<file path="config.mk">
export PLATFORM = sky130hd
export DESIGN_NAME = ram_dp_init_flat
export DESIGN_NICKNAME = d
export VERILOG_FILES = /design/src/rtl/ram_dp_pkg.sv /design/src/rtl/ram_dp_if.sv /design/src/rtl/ram_dp_array.sv /design/src/rtl/ram_dp_init.sv /design/src/flat_wrapper.sv
export SDC_FILE = /design/constraint.sdc
export NUM_CORES = 1
export LEC_CHECK = 0
export ABC_AREA = 1
export ABC_CLOCK_PERIOD_IN_PS = 2390
export BUFFER_PORTS_ARGS = -buffer_cell sky130_fd_sc_hd__buf_2
export CAP_MARGIN = 0
export CORE_ASPECT_RATIO = 1.2
export CORE_MARGIN = 3
export CORE_UTILIZATION = 44
export DETAILED_ROUTE_END_ITERATION = 8
export SLEW_MARGIN = 20
export SYNTH_ARGS = -nofsm -noshare
export SYNTH_HDL_FRONTEND = slang
export SYNTH_SLANG_ARGS = --single-unit
</file>
<file path="constraint.sdc">
create_clock -name clk -period 2.39 [get_ports clk]
set_input_delay 0.3585 -clock clk [delete_from_list [all_inputs] [get_ports clk]]
set_output_delay 0.3585 -clock clk [all_outputs]
set_load 0.02 [all_outputs]
</file>
<file path="src/rtl/ram_dp_pkg.sv">
// ram_dp_pkg: shared types, default sizes and the parity helper for the
// ram_dp_init dual-port RAM.
//   ram_state_e  - sequencer states (INIT zero-fill sweep, RUN open ports)
//   parity_f     - even parity (XOR reduction) over a zero-extended vector
//   DATA_W_DEF / ADDR_W_DEF - default word width and address width
package ram_dp_pkg;

   localparam int unsigned DATA_W_DEF = 8;
   localparam int unsigned ADDR_W_DEF = 4;

   // Widest word parity_f can cover; callers zero-extend to this width.
   localparam int unsigned PAR_W_MAX = 64;

   typedef enum logic {
      INIT,
      RUN
   } ram_state_e;

   // Even parity bit: makes the XOR of word plus parity bit zero.
   function automatic logic parity_f(input logic [PAR_W_MAX-1:0] v);
      return ^v;
   endfunction

endpackage

</file>
<file path="src/rtl/ram_dp_if.sv">
// ram_dp_if: request/response bundle of the ram_dp_init dual-port RAM.
//   master modport: requester side (drives clr, write and read requests)
//   slave modport : RAM side (drives readies, read results, init_done)
// clk and rst_n are plain ports of the RAM, not part of this bundle.
interface ram_dp_if #(
   parameter int unsigned DATA_W = ram_dp_pkg::DATA_W_DEF,
   parameter int unsigned ADDR_W = ram_dp_pkg::ADDR_W_DEF
);

   logic              clr;
   logic              wr_valid;
   logic              wr_ready;
   logic [ADDR_W-1:0] wr_addr;
   logic [DATA_W-1:0] wr_data;
   logic              rd_valid;
   logic              rd_ready;
   logic [ADDR_W-1:0] rd_addr;
   logic [DATA_W-1:0] rd_data;
   logic              rd_data_valid;
   logic              init_done;
   logic              rd_par_err;

   modport master (
      output clr, wr_valid, wr_addr, wr_data, rd_valid, rd_addr,
      input  wr_ready, rd_ready, rd_data, rd_data_valid, init_done, rd_par_err
   );

   modport slave (
      input  clr, wr_valid, wr_addr, wr_data, rd_valid, rd_addr,
      output wr_ready, rd_ready, rd_data, rd_data_valid, init_done, rd_par_err
   );

endinterface

</file>
<file path="src/rtl/ram_dp_array.sv">
// ram_dp_array: plain storage, 2**ADDR_W words of WIDTH bits.
//   clk           - rising-edge clock
//   we/waddr/wdata- synchronous write port
//   re/raddr      - synchronous read request; rdata updates only when re=1
//   rdata         - registered read data (old contents on same-address write)
module ram_dp_array #(
   parameter int unsigned WIDTH  = 8,
   parameter int unsigned ADDR_W = 4
) (
   input  logic              clk,
   input  logic              we,
   input  logic [ADDR_W-1:0] waddr,
   input  logic [WIDTH-1:0]  wdata,
   input  logic              re,
   input  logic [ADDR_W-1:0] raddr,
   output logic [WIDTH-1:0]  rdata
);

   localparam int unsigned DEPTH = 1 << ADDR_W;

   logic [WIDTH-1:0] mem [DEPTH];

   always_ff @(posedge clk) begin
      if (we) mem[waddr] <= wdata;
      if (re) rdata <= mem[raddr];
   end

endmodule

</file>
<file path="src/rtl/ram_dp_init.sv">
// ram_dp_init: simple dual-port synchronous RAM with zero-fill sequencer.
//   clk   - single clock, rising edge
//   rst_n - asynchronous active-low reset
//   bus   - ram_dp_if.slave: clr, wr_valid/wr_ready/wr_addr/wr_data,
//           rd_valid/rd_ready/rd_addr, rd_data/rd_data_valid, init_done,
//           rd_par_err
// Parameters: DATA_W, ADDR_W (DEPTH = 2**ADDR_W), OUT_REG (0: read latency
// 1 cycle, 1: latency 2 cycles).
// Build macro RAM_DP_PARITY_EN: stores an even-parity bit per word and
// flags rd_par_err on read mismatch; when undefined rd_par_err is 0.
// DATA_W is limited to ram_dp_pkg::PAR_W_MAX when parity is enabled.
module ram_dp_init
   import ram_dp_pkg::*;
#(
   parameter int unsigned DATA_W  = DATA_W_DEF,
   parameter int unsigned ADDR_W  = ADDR_W_DEF,
   parameter int unsigned OUT_REG = 0
) (
   input  logic    clk,
   input  logic    rst_n,
   ram_dp_if.slave bus
);

`ifdef RAM_DP_PARITY_EN
   localparam int unsigned MEM_W = DATA_W + 1;
`else
   localparam int unsigned MEM_W = DATA_W;
`endif

   ram_state_e        state;
   logic [ADDR_W-1:0] cnt;
   logic              open_q;

   logic              wr_fire;
   logic              rd_fire;

   logic              mem_we;
   logic [ADDR_W-1:0] mem_waddr;
   logic [MEM_W-1:0]  mem_wdata;
   logic [MEM_W-1:0]  mem_q;

   logic              v1;
   logic              byp1;
   logic [DATA_W-1:0] bdata1;
   logic [DATA_W-1:0] d1;
   logic              err1;

   assign wr_fire = bus.wr_valid & open_q;
   assign rd_fire = bus.rd_valid & open_q;

   assign bus.wr_ready  = open_q;
   assign bus.rd_ready  = open_q;
   assign bus.init_done = open_q;

   // Sequencer: INIT sweeps every address once with zeros, then opens ports.
   always_ff @(posedge clk or negedge rst_n) begin
      if (!rst_n) begin
         state  <= INIT;
         cnt    <= '0;
         open_q <= 1'b0;
      end else begin
         case (state)
            INIT: begin
               cnt <= cnt + 1'b1;
               if (cnt == '1) begin
                  state  <= RUN;
                  open_q <= 1'b1;
               end
            end
            RUN: begin
               if (bus.clr) begin
                  state  <= INIT;
                  cnt    <= '0;
                  open_q <= 1'b0;
               end
            end
            default: state <= INIT;
         endcase
      end
   end

   always_comb begin
      mem_we    = wr_fire;
      mem_waddr = bus.wr_addr;
`ifdef RAM_DP_PARITY_EN
      mem_wdata = {parity_f(PAR_W_MAX'(bus.wr_data)), bus.wr_data};
`else
      mem_wdata = bus.wr_data;
`endif
      if (state == INIT) begin
         mem_we    = 1'b1;
         mem_waddr = cnt;
         mem_wdata = '0;
      end
   end

   ram_dp_array #(
      .WIDTH  (MEM_W),
      .ADDR_W (ADDR_W)
   ) u_array (
      .clk   (clk),
      .we    (mem_we),
      .waddr (mem_waddr),
      .wdata (mem_wdata),
      .re    (rd_fire),
      .raddr (bus.rd_addr),
      .rdata (mem_q)
   );

   // Stage 1 tracks the array read. byp1 resets to 1 with bdata1=0 so the
   // unreset array output is masked and rd_data reads 0 until the first read.
   always_ff @(posedge clk or negedge rst_n) begin
      if (!rst_n) begin
         v1     <= 1'b0;
         byp1   <= 1'b1;
         bdata1 <= '0;
      end else begin
         v1 <= rd_fire;
         if (rd_fire) begin
            byp1   <= wr_fire && (bus.wr_addr == bus.rd_addr);
            bdata1 <= bus.wr_data;
         end
      end
   end

   assign d1 = byp1 ? bdata1 : mem_q[DATA_W-1:0];

`ifdef RAM_DP_PARITY_EN
   assign err1 = v1 & ~byp1 &
                 (parity_f(PAR_W_MAX'(mem_q[DATA_W-1:0])) != mem_q[DATA_W]);
`else
   assign err1 = 1'b0;
`endif

   generate
      if (OUT_REG == 0) begin : g_lat1
         assign bus.rd_data       = d1;
         assign bus.rd_data_valid = v1;
         assign bus.rd_par_err    = err1;
      end else begin : g_lat2
         always_ff @(posedge clk or negedge rst_n) begin
            if (!rst_n) begin
               bus.rd_data       <= '0;
               bus.rd_data_valid <= 1'b0;
               bus.rd_par_err    <= 1'b0;
            end else begin
               bus.rd_data_valid <= v1;
               bus.rd_par_err    <= err1;
               if (v1) bus.rd_data <= d1;
            end
         end
      end
   endgenerate

endmodule
</file>
<file path="src/flat_wrapper.sv">
// flat-port wrapper written by rule: the top's interface ports become plain ports
module ram_dp_init_flat import ram_dp_pkg::*;
#(
   parameter int unsigned DATA_W  = DATA_W_DEF,
   parameter int unsigned ADDR_W  = ADDR_W_DEF,
   parameter int unsigned OUT_REG = 0
)
  (clk, rst_n, bus_clr, bus_wr_valid, bus_wr_addr, bus_wr_data, bus_rd_valid, bus_rd_addr, bus_wr_ready, bus_rd_ready, bus_rd_data, bus_rd_data_valid, bus_init_done, bus_rd_par_err);
  ram_dp_if #(.DATA_W(DATA_W), .ADDR_W(ADDR_W)) bus_i ();
  input  logic clk;
  input  logic rst_n;
  input wire logic [$bits(bus_i.clr)-1:0] bus_clr;
  input wire logic [$bits(bus_i.wr_valid)-1:0] bus_wr_valid;
  input wire logic [$bits(bus_i.wr_addr)-1:0] bus_wr_addr;
  input wire logic [$bits(bus_i.wr_data)-1:0] bus_wr_data;
  input wire logic [$bits(bus_i.rd_valid)-1:0] bus_rd_valid;
  input wire logic [$bits(bus_i.rd_addr)-1:0] bus_rd_addr;
  output wire logic [$bits(bus_i.wr_ready)-1:0] bus_wr_ready;
  output wire logic [$bits(bus_i.rd_ready)-1:0] bus_rd_ready;
  output wire logic [$bits(bus_i.rd_data)-1:0] bus_rd_data;
  output wire logic [$bits(bus_i.rd_data_valid)-1:0] bus_rd_data_valid;
  output wire logic [$bits(bus_i.init_done)-1:0] bus_init_done;
  output wire logic [$bits(bus_i.rd_par_err)-1:0] bus_rd_par_err;
  assign bus_i.clr = bus_clr;
  assign bus_i.wr_valid = bus_wr_valid;
  assign bus_i.wr_addr = bus_wr_addr;
  assign bus_i.wr_data = bus_wr_data;
  assign bus_i.rd_valid = bus_rd_valid;
  assign bus_i.rd_addr = bus_rd_addr;
  assign bus_wr_ready = bus_i.wr_ready;
  assign bus_rd_ready = bus_i.rd_ready;
  assign bus_rd_data = bus_i.rd_data;
  assign bus_rd_data_valid = bus_i.rd_data_valid;
  assign bus_init_done = bus_i.init_done;
  assign bus_rd_par_err = bus_i.rd_par_err;
  ram_dp_init #(.DATA_W(DATA_W), .ADDR_W(ADDR_W), .OUT_REG(OUT_REG)) u_core (.clk(clk), .rst_n(rst_n), .bus(bus_i));
endmodule
</file>
* Yosys cells after proc, flatten, opt, wreduce, memory -nomap -nowiden *
Memories as Yosys holds them, arrays and structs flattened. A register that Yosys moved wholly into a read port is not among the register bits.
Index checks and enable logic that the tools add are counted.

cells by class
  add/subtract/negate cells = 1
  multiply operators = 0
  div/mod/pow operators = 0
  $lt $le $gt $ge = 0
  eq/ne operators = 4
  shift-type cells = 0
  muxes and demuxes = 14
  bitwise logic cells = 3
  reductions and logical operators = 2

operators with widths
  kind                   count
  $mux W8                2
  $mux W4                2
  $pmux W4 S2            1
  $mux W1                7
  $add A4 B1 Y4 const B  1
  $eq A4 B4 Y1           1
  $eq A4 B4 Y1 const B   1
  $pmux W1 S2            2
  $and A1 B1 Y1          2
  $ne A2 B1 Y1 const B   1
  $ne A2 B2 Y1 const B   1
  $reduce_and A2 Y1      1
  $logic_and A1 B1 Y1    1
  $not A1 Y1             1

word-level totals
  bits in registers = 16
  latch bits = 0
  memory bits (writable) = 128
  bits in read-only memories = 0
  bits of input ports = 21
  logic and storage cells = 31
  memories = 1

memory list
  name                depth  width  rd ports  clocked after Yosys merged registers in  write ports  RTL line            RTL
  u_core.u_array.mem  16     8      1         1                                        1            ram_dp_array.sv:21  logic [WIDTH-1:0] mem [DEPTH];

* Depth between registers and ports, before layout *
  word-level depth = 4
  depth in mapped cells = 8
  mapped depth without buffers = 7

* Hierarchy *
A second synthesis with hierarchy kept.

second synthesis, totals
  cell total of the unflattened synthesis = 675
  area, all modules = 6,781.5 µm²

modules (own cells, without submodules)
  module        instances  cells each  area each (µm²)
  ram_dp_array  1          551         5,846.9
  ram_dp_init   1          124         934.6

* Worst setup path after synthesis *
OpenSTA, ideal clock, no wires.

  path kind = reg2reg
  start = reg u_core.state
  end = mem u_core.u_array.mem[15][0] (enable)
  setup time = 0.370 ns
  data arrival time = 1.304 ns
  required time = 2.020 ns
  setup slack = 0.716 ns
  stages on the path, launching flop included = 8
  cell sequence = dfrtp_1 > buf_4 > inv_2 > or2_0 > o21ai_2 > inv_1 > nand2_1 > nor2_1

between the ends
  longest elaborated chain between the ends = 3

RTL lines
  item                           RTL line            RTL
  start, declared                ram_dp_init.sv:30   ram_state_e state;
  start signal, assigned         ram_dp_init.sv:58   state <= INIT;
  start signal, assigned         ram_dp_init.sv:66   state <= RUN;
  start signal, assigned         ram_dp_init.sv:72   state <= INIT;
  $mux W1                        ram_dp_init.sv:90   if (state == INIT) begin
  $mux W1                        ram_dp_array.sv:24  if (we) mem[waddr] <= wdata;
  $mux W1 (implied by the code)  ram_dp_array.sv:24
  end, declared                  ram_dp_array.sv:21

Parallel ways exist; a longest one is shown, timed or not.

* Worst setup path after layout *
  start = reg u_core.state
  end = mem u_core.u_array.mem[15][3] (enable)

Same word-level chain as after synthesis.

==> results.md <==
* Fin. Hold Viols at 0
* Clock sinks at 152
* Die area at 16800 µm²
* I/O Pins at 34
* Worst Hold Class: in2reg
* Std-Cell Rows at 48
* Post-synthesis mux area share at 0.0149
* Worst IR Drop VDD at 0.500 mV
* Clock share of power at 0.315
* Layout fillers at 1294
* Internal at 5.89 mW
* Wire length per cell at 17.2 µm
* Fraction of the mapped netlist area in simple logic gates at 0.212
* Initial antenna violation count at 0
* Root buffer cell: clkbuf_16
* Top-area cell type share of the netlist area at 0.607
* Setup repair bufs after CTS at 0
* Dpl cells at 889
* Setup TNS at 0 ns
* Final period util at 0.836
* RSZ-0062 raised after global routing: no
* CTS Buf Count at 17
* Core outline area at 14700 µm²
* Synth Area in Compound Gates at 0.00595
* Pleak at 3.48 nW
* Mapped Cells at 665
* Post-synthesis sequential area ratio at 0.667
* MaxCap Viol Count at 0
* Sw frac at 0.299
* #FFs+latches synth at 152
* Status: finished clean
* Post-Synth Adder-Cell Area at 0.00186
* Via/cell ratio at 4.94
* Worst setup EP type: flip-flop
* Slew @ Worst Pin at 0.778 ns
* Die height at 141 µm
* Layout Skew at 0.0160 ns
* Tot Pwr at 8.41 mW
* Final cell count without fillers at 921
* Layout cell share with drive strength beyond 1 at 0.133
* Synth area leaders: edfxtp_1 61%, nand2_1 12%, nand3_1 7.6%
* WHS at 0.161 ns
* Post-synthesis xor/xnor area fraction at 0.00651
* Fin crit period at 2.00 ns
* Synth warn at 0
* Maximum root-to-sink buffer count at 2
* Pwr dens at 1090 nW/µm²
* Setup crit start kind: flip-flop
* Die width at 119 µm
* Starting Density at 0.459
* Setup violations, final at 0
* Remaining antenna violation count at 0
* Critical Path RT at 2.43 ns
* DR vias at 4546
* Number of global-route vias before repair at 4446
* Comb pwr share at 0.215
* Iter 0 DRT Violations at 498
* Sequential Power Share at 0.470
* GPL Wtd Cong at 0.824
* CTS tree: done
* CP Max Fanout at 8
* # diodes at 0
* Fmax at 500 MHz
* Largest net degree at the start of global routing at 66
* Total grt overflow at 0
* Gr usage total at 0.197
* First-pass DRT Iterations at 5
* Largest family of logic cells by synthesized area: simple AND/OR/NAND/NOR gates
* Global-route wire length before repair at 24900 µm
* Clk slew on worst S/H paths at 0.06 ns
* WL final at 15800 µm
* Type of the worst setup path: reg2reg
* Synth Cell Area at 6730 µm²
* Slew headroom at 0.481
* Remaining routing DRC violations at 0
* Syn_nets at 687
* Hpwl dp at 10400 µm
* Area delta synth->final at 15.0%
* Arrival time worst endpoint at 2.04 ns
* Clk Latency, worst-skew pair at 0.42 ns
* Fin. max-slew vios at 0
* Fin nets at 731
* Syn Area/Cell at 10.1 µm²
* Cell taking the most area after synthesis: edfxtp_1
* Htree depth at 4
* Net Sw Power at 2.52 mW
* Distinct cell type count after synthesis at 29
* Port buffer count at 32
repair_timing:
item,4_1_cts,5_1_grt
gates resized for setup,0,0
hold buffers,1,0
hold endpoints to repair,15,0
flip-flops by register name (all words and copies together) (netlist names):
| signal | count |
|---|---|
| u_core.u_array.mem | 128 |
| u_core.bdata1 | 8 |
| u_core.u_array.rdata | 8 |
| u_core.cnt | 4 |
| u_core.bus.init_done | 1 |
| u_core.bus.rd_data_valid | 1 |
| u_core.byp1 | 1 |
| u_core.state | 1 |
worst max-delay path, cell delays in order (launching register included):
cell and delay, ns:
dfrtp_1 0.46, inv_2 0.10, o21ai_1 0.27, nand3_1 0.20, nor2_1 0.59
cell type report:
class                   instances  area (µm²)  share of cell area
flip-flops and latches        152        4490               0.580
repair buffers                 55         348              0.0450
clock buffers                  19         433              0.0560
inverters                     117         439              0.0568
multi-input cells             366        1630               0.210
clock inverters                12         151              0.0196
well taps                     200         250              0.0324
power by group through the flow:
stage	Sequential, mW	Clock (mW)	Combinational, mW
after global placement	3.98	0	1.77
after floorplan	3.94	0	1.20
after CTS	3.95	2.70	1.82
after global routing	4.01	2.82	2.04
after detailed placement	4.00	0	1.81
final	3.95	2.65	1.81
cell usage after synthesis:
| cell | n |
|---|---|
| buf_4 | 9 |
| mux2i_1 | 1 |
| dfrtp_1 | 15 |
| xnor2_1 | 1 |
| conb_1 | 1 |
| clkbuf_1 | 1 |
| xor2_1 | 4 |
| nand4_1 | 1 |
| nand3_1 | 102 |
| o21ai_0 | 3 |
| inv_2 | 3 |
| nand2_1 | 215 |
| buf_6 | 1 |
| o21ai_1 | 1 |
| buf_1 | 1 |
| o21ai_2 | 1 |
| o22ai_1 | 1 |
| nand2_2 | 1 |
| mux2_2 | 8 |
| dfstp_2 | 1 |
| or2_2 | 1 |
| buf_2 | 18 |
| inv_1 | 113 |
| nor2_1 | 22 |
| ha_1 | 1 |
| edfxtp_1 | 136 |
| a21oi_1 | 1 |
| clkinv_1 | 1 |
| or2_0 | 1 |
final timing paths:
path                                         startpoint                                  end  slack, ns  depth (start not counted)
max                              u_core.state$_DFF_PN0_  u_core.u_array.mem[15][3]$_DFFE_PP_       0.39                          4
min                                      bus_wr_data[1]         u_core.bdata1[1]$_DFFE_PN0P_       0.16                          3
max reg2reg                      u_core.state$_DFF_PN0_  u_core.u_array.mem[15][3]$_DFFE_PP_       0.39                          4
min reg2reg                u_core.bdata1[1]$_DFFE_PN0P_         u_core.bdata1[1]$_DFFE_PN0P_       0.48                          2
max in group asynchronous                         rst_n              u_core.byp1$_DFFE_PN1P_       1.69                          2
min in group asynchronous                         rst_n               u_core.state$_DFF_PN0_       0.39                          2
layer usage:
layer / vias up / share of wire / global-route usage
li1: 2209 / - / -
met1: 2164 / 0.44 / 0.261
met2: 153 / 0.48 / 0.322
met3: 20 / 0.054 / 0.0451
met4: 0 / 0.022 / 0.0665
met5: - / 0 / 0
layout by cell type, fill, tap and decap left out, types with 2 or more instances in the layout:
| cell | Yosys | layout |
|---|---|---|
| inv_1 | 113 | 113 |
| buf_2 | 18 | 32 |
| nor2_1 | 22 | 22 |
| nand2_1 | 215 | 215 |
| edfxtp_1 | 136 | 136 |
| clkbuf_1 | 1 | 2 |
| clkbuf_16 | 0 | 17 |
| nand3_1 | 102 | 102 |
| buf_4 | 9 | 21 |
| bufinv_16 | 0 | 3 |
| clkinvlp_4 | 0 | 3 |
| inv_2 | 3 | 3 |
| clkinv_1 | 1 | 3 |
| inv_6 | 0 | 2 |
| o21ai_0 | 3 | 3 |
| dfrtp_1 | 15 | 15 |
| xor2_1 | 4 | 4 |
| mux2_2 | 8 | 8 |
metrics by stage:
stage / worst slack [ns] / cell area [µm²] / util
after detailed placement: 0.440 / 7140 / 0.487
after global placement: 0.492 / 7140 / 0.487
after global routing: 0.265 / 7730 / 0.528
after floorplan: 0.716 / 6730 / -
after CTS: 0.426 / 7730 / 0.528
final: 0.391 / 7730 / 0.528
cell families after synthesis:
family,Yosys count
AOI/OAI and AO/OA,7
adders and majority gates,1
and+or+nand+nor,343
DFF,152
muxes,9
xor gates and xnor gates,5
buffers and inverters,147
other,1
Power figures use the tool's default switching activity.
